<file path="src/rtl/imem_stream_loader.sv">
// Byte-stream loader that assembles little-endian 32-bit words into instruction memory and holds
// the core in reset until a complete program is written. Optional trailing checksum: LOADER_CKSUM_EN.
module imem_stream_loader #(
    parameter int unsigned ADDR_W    = 8,
    parameter int unsigned MAX_WORDS = 256
) (
    input  logic              clk,
    input  logic              rst_n,
    input  logic              start,
    input  logic [7:0]        s_data,
    input  logic              s_valid,
    output logic              s_ready,
    output logic              imem_we,
    output logic [ADDR_W-1:0] imem_addr,
    output logic [31:0]       imem_wdata,
    output logic              cpu_rst,
    output logic              busy,
    output logic              done,
    output logic              err,
    output logic [ADDR_W:0]   words_loaded
);

    typedef enum logic [2:0] {
        StIdle, StHdr0, StHdr1, StData, StFin, StCks, StDone, StErr
    } state_e;

    state_e            state_q, state_d;
    logic [15:0]       count_q, count_d;
    logic [1:0]        byte_idx_q, byte_idx_d;
    logic [23:0]       word_q, word_d;
    logic [7:0]        cks_q, cks_d;
    logic              imem_we_q, imem_we_d;
    logic [ADDR_W-1:0] imem_addr_q, imem_addr_d;
    logic [31:0]       imem_wdata_q, imem_wdata_d;
    logic              cpu_rst_q, cpu_rst_d;
    logic              busy_q, busy_d;
    logic              done_q, done_d;
    logic              err_q, err_d;
    logic [ADDR_W:0]   words_q, words_d;
    logic              accept;
    logic [15:0]       hdr_count;

`ifdef LOADER_CKSUM_EN
    assign s_ready = (state_q == StHdr0) || (state_q == StHdr1) || (state_q == StData) ||
                     (state_q == StCks);
`else
    assign s_ready = (state_q == StHdr0) || (state_q == StHdr1) || (state_q == StData);
`endif

    assign accept    = s_valid && s_ready;
    assign hdr_count = {s_data, count_q[7:0]};

    always_comb begin
        state_d      = state_q;
        count_d      = count_q;
        byte_idx_d   = byte_idx_q;
        word_d       = word_q;
        cks_d        = cks_q;
        imem_we_d    = 1'b0;
        imem_addr_d  = imem_addr_q;
        imem_wdata_d = imem_wdata_q;
        cpu_rst_d    = cpu_rst_q;
        busy_d       = busy_q;
        done_d       = done_q;
        err_d        = err_q;
        words_d      = words_q;

        unique case (state_q)
            StIdle, StDone, StErr: begin
                if (start) begin
                    state_d    = StHdr0;
                    cpu_rst_d  = 1'b1;
                    busy_d     = 1'b1;
                    done_d     = 1'b0;
                    err_d      = 1'b0;
                    words_d    = '0;
                    byte_idx_d = '0;
                    cks_d      = '0;
                end
            end
            StHdr0: begin
                if (accept) begin
                    count_d[7:0] = s_data;
                    state_d      = StHdr1;
                end
            end
            StHdr1: begin
                if (accept) begin
                    count_d = hdr_count;
                    if (hdr_count == 16'd0) begin
`ifdef LOADER_CKSUM_EN
                        state_d = StCks;
`else
                        state_d   = StDone;
                        busy_d    = 1'b0;
                        done_d    = 1'b1;
                        cpu_rst_d = 1'b0;
`endif
                    end else if (32'(hdr_count) > MAX_WORDS) begin
                        state_d = StErr;
                        busy_d  = 1'b0;
                        err_d   = 1'b1;
                    end else begin
                        state_d = StData;
                    end
                end
            end
            StData: begin
                if (accept) begin
                    cks_d      = cks_q ^ s_data;
                    byte_idx_d = byte_idx_q + 2'd1;
                    if (byte_idx_q == 2'd3) begin
                        imem_we_d    = 1'b1;
                        imem_addr_d  = words_q[ADDR_W-1:0];
                        imem_wdata_d = {s_data, word_q};
                        words_d      = words_q + 1'b1;
                        // StFin keeps s_ready low while the final write pulse is visible.
                        if (32'(words_q) + 32'd1 == 32'(count_q)) begin
                            state_d = StFin;
                        end
                    end else begin
                        word_d[8*int'(byte_idx_q) +: 8] = s_data;
                    end
                end
            end
            StFin: begin
`ifdef LOADER_CKSUM_EN
                state_d = StCks;
`else
                state_d   = StDone;
                busy_d    = 1'b0;
                done_d    = 1'b1;
                cpu_rst_d = 1'b0;
`endif
            end
            StCks: begin
                if (accept) begin
                    busy_d = 1'b0;
                    if (s_data == cks_q) begin
                        state_d   = StDone;
                        done_d    = 1'b1;
                        cpu_rst_d = 1'b0;
                    end else begin
                        state_d = StErr;
                        err_d   = 1'b1;
                    end
                end
            end
            default: state_d = StIdle;
        endcase
    end

    always_ff @(posedge clk or negedge rst_n) begin
        if (!rst_n) begin
            state_q      <= StIdle;
            count_q      <= '0;
            byte_idx_q   <= '0;
            word_q       <= '0;
            cks_q        <= '0;
            imem_we_q    <= 1'b0;
            imem_addr_q  <= '0;
            imem_wdata_q <= '0;
            cpu_rst_q    <= 1'b1;
            busy_q       <= 1'b0;
            done_q       <= 1'b0;
            err_q        <= 1'b0;
            words_q      <= '0;
        end else begin
            state_q      <= state_d;
            count_q      <= count_d;
            byte_idx_q   <= byte_idx_d;
            word_q       <= word_d;
            cks_q        <= cks_d;
            imem_we_q    <= imem_we_d;
            imem_addr_q  <= imem_addr_d;
            imem_wdata_q <= imem_wdata_d;
            cpu_rst_q    <= cpu_rst_d;
            busy_q       <= busy_d;
            done_q       <= done_d;
            err_q        <= err_d;
            words_q      <= words_d;
        end
    end

    assign imem_we      = imem_we_q;
    assign imem_addr    = imem_addr_q;
    assign imem_wdata   = imem_wdata_q;
    assign cpu_rst      = cpu_rst_q;
    assign busy         = busy_q;
    assign done         = done_q;
    assign err          = err_q;
    assign words_loaded = words_q;

endmodule
</file>
<file path="config.mk">
export PLATFORM = sky130hd
export DESIGN_NAME = imem_stream_loader
export DESIGN_NICKNAME = d
export VERILOG_FILES = /design/src/rtl/imem_stream_loader.sv
export SDC_FILE = /design/constraint.sdc
export NUM_CORES = 1
export LEC_CHECK = 0
export BUFFER_PORTS_ARGS = -buffer_cell sky130_fd_sc_hd__buf_4
export CAP_MARGIN = 20
export CORE_MARGIN = 2
export CORE_UTILIZATION = 35
export CTS_BUF_LIST = sky130_fd_sc_hd__clkbuf_8
export DETAILED_ROUTE_END_ITERATION = 10
export GPL_TIMING_DRIVEN = 0
export SLEW_MARGIN = 0
export SYNTH_ARGS = -nofsm -noshare
export SYNTH_HDL_FRONTEND = slang
export SYNTH_SLANG_ARGS = --single-unit
</file>
<file path="constraint.sdc">
create_clock -name clk -period 2.2 [get_ports clk]
set_input_delay 0.11 -clock clk [delete_from_list [all_inputs] [get_ports clk]]
set_output_delay 0.11 -clock clk [all_outputs]
set_load 0.005 [all_outputs]
</file>
==> impl_metrics.ini <==
[power]
power_leakage_nw = 2.88
power.share.clock = 0.223
switching_share = 0.327
powerDensity_nw_per_um2 = 939
power_switching_mw = 1.78
pwr-share-comb = 0.309
irDropWorstVdd_mv = 0.289
internal_power_mw = 3.66
sequentialPowerShare = 0.468

[cells_and_area]
drive_above_1_share = 0.281
area_growth_pct = 21.4
final_nets = 602
utilization = 0.436
insertedDiodeCount = 0

[floorplanning]
initial_core_util = 0.359
die_w_um = 121
fp-row-count = 42
core_area_sq_um = 13300
ios = 67
die_area_sq_um = 14600
die_h_um = 121

[synthesis]
async_flop_share = 1.00
synth_area_sq_um = 4770
synth.net_count = 525
synth_top_area_frac = 0.514
synth-seq-cells = 99
synth_edf_count = 0
synthTopCellsByArea = dfrtp_1 51%, nand2_1 15%, mux2_2 4.0%
syn-instance-count = 506
synth.distinct_cells = 64
synth_flop_cell = dfrtp_1
ys_seq_area_frac = 0.519
avgSynthCellArea_sq_um = 9.44
synth_warnings = 0
synth_top_area_cell = dfrtp_1

[clocking]
clk_latency_ns = 0.38
numCtsBuffers = 9
clock-sinks = 99
cts_tree = built
clk_pin_slew_ns = 0.09
htree_levels = 3
clock-root-buffer = clkbuf_8
clock_path_buffers = 2

[setup_path]
worstSetupEndpointType = flip-flop
crit_start = count_q[4]
regToRegSetupSlack_ns = 0.06
r2r_end = words_loaded[7]
critPathArrivalTime_ns = 2.40
startpoint_type = flip-flop
reg2reg_depth = 5
worstReg2RegStart = count_q[4]
critPathCapture = words_loaded[7]
crit_fanout = 6
criticalPathCategory = flip-flop to flip-flop
worstPathRequired_ns = 2.47

[drt]
ant_nets = 0
drc_errors = 0
num_vias = 3735
drt-pass1-iter-count = 4
routed_wl_mm = 11.6
highest_layer = met4
wl_met3_um = 432
dr_wl_met2_mm = 5.56
via_per_inst = 4.89
routedWlPerCell_um = 15.2
wl_met1_mm = 5.37
drt-initial-drc-count = 260

[hold_path]
hold_class = input port to flip-flop
min_from = s_data[7]

[outcome]
status = finished, final reports clean

[sta]
finalHoldViolCount = 0
max_freq_mhz = 468
period_minus_slack_ns = 2.14
maxSlewHeadroom = 0.551
tightest_slew_ns = 0.668
final-setup-viol-count = 0
rsz0062_at_grt = no
fin_worst_skew_ns = 0.00862
tns_ns = 0
slew_viol_final = 0
finalCritPeriodShare = 0.972
finalWorstSetupSlack_ns = 0.0625

[placed_design]
hpwl_mm = 8.07
place_ws_ns = -0.172
finalWeightedCongestion = 0.830
port_buffers = 59

[grt]
grt_pass1_vias = 3636
track_usage = 0.166
grt.overflow.total = 0
antenna_found_initial = 0
grt_max_degree = 58
grt_first_pass_wirelength_mm = 18.7

[job]
max-cap-violations = 0
==> repair_timing <==
action,CTS,global route
gates resized for setup,7,10
endpoints found under the setup margin,42,31
pin swaps,1,4
setup buffers,2,4
hold endpoints to repair,43,0
hold buffers,2,0
cloned,0,0
==> power groups by stage <==
| stage | registers [mW] | logic, mW | clock network (mW) |
|---|---|---|---|
| CTS | 2.54 | 1.64 | 1.24 |
| finish | 2.55 | 1.68 | 1.21 |
| floorplan | 2.57 | 0.777 | 0 |
| global route | 2.61 | 1.88 | 1.31 |
| global placement | 2.59 | 1.52 | 0 |
| detailed placement | 2.60 | 1.55 | 0 |
==> cell type report <==
class	count	area, sq um
sequential	99	2480
clock inverter	6	65.1
inverter	9	36.3
clock buffer	10	138
buffer	30	194
fill	1304	7500
tap	176	220
multi-input combinational	366	2120
timing repair buffer	68	536
==> critical path, stage by stage (launching register included) <==
cell and delay (ns):
dfrtp_1 0.43, or4_4 0.57, and4bb_2 0.35, o22ai_2 0.11, a21bo_4 0.27, a211o_1 0.30
==> cells in the mapped netlist, types with 5 or more instances <==
cell type  count
buf_2         13
nand3_1        6
dfrtp_1       98
inv_1          8
nor3b_1        5
o21ai_0       33
ha_1           7
nor2_1        10
a21oi_1        7
xor2_1         5
mux2_2        17
nand2_1      185
nor3_1         6
clkbuf_1       8
xnor2_1        5
==> metrics by stage <==
step | area [sq um] | hold WS (ns) | power, mW | cells
2_1_floorplan | 4770 | -0.186 | 3.35 | 506
6_report | 5790 | 0.0209 | 5.44 | 764
5_1_grt | 5790 | 0.0147 | 5.81 | 764
4_1_cts | 5720 | 0.00985 | 5.42 | 761
3_3_place_gp | 5440 | 0.390 | 4.10 | 741
3_5_place_dp | 5470 | 0.142 | 4.16 | 742
==> cell families after synthesis <==
family	synth area share
AO/OA/AOI/OAI	0.101
XOR/XNOR	0.0183
adder cells (fa/ha/maj)	0.0183
buffers and inverters	0.0487
flip-flops	0.519
multiplexers	0.0432
AND/OR/NAND/NOR	0.251
==> metal layers <==
layer / up-vias / GRT usage
met5: - / 0
met4: 0 / 0.0719
met3: 18 / 0.0250
met2: 77 / 0.264
met1: 1806 / 0.225
li1: 1834 / -
==> layout by cell type, fill, tap and decap left out, types with 7 or more instances in the layout <==
cell      count
buf_2        12
o21ai_0      33
inv_1         8
clkbuf_8     13
dfrtp_1      95
nand2_1     184
buf_4        69
mux2_2       17
nor2_1       10
a21oi_1       7
==> state kept, by name (all words and copies together), names as in the netlist <==
signal and cells:
count_q 16, done 1, imem_wdata 32, busy 1, words_loaded 9, state_q 3, err 1, word_q 24
byte_idx_q 2, imem_we 1, cpu_rst 1, imem_addr 8
==> worst min-delay path by stage <==
stage,cells past startpoint,endpoint,slack (ns)
2_1_floorplan,0,busy,-0.19
3_3_place_gp,3,cpu_rst,0.39
3_5_place_dp,1,imem_wdata[7],0.14
4_1_cts,3,imem_wdata[31],0.01
5_1_grt,3,imem_wdata[30],0.01
6_report,3,imem_wdata[31],0.02
No activity file was read; power rests on OpenSTA's default activity.
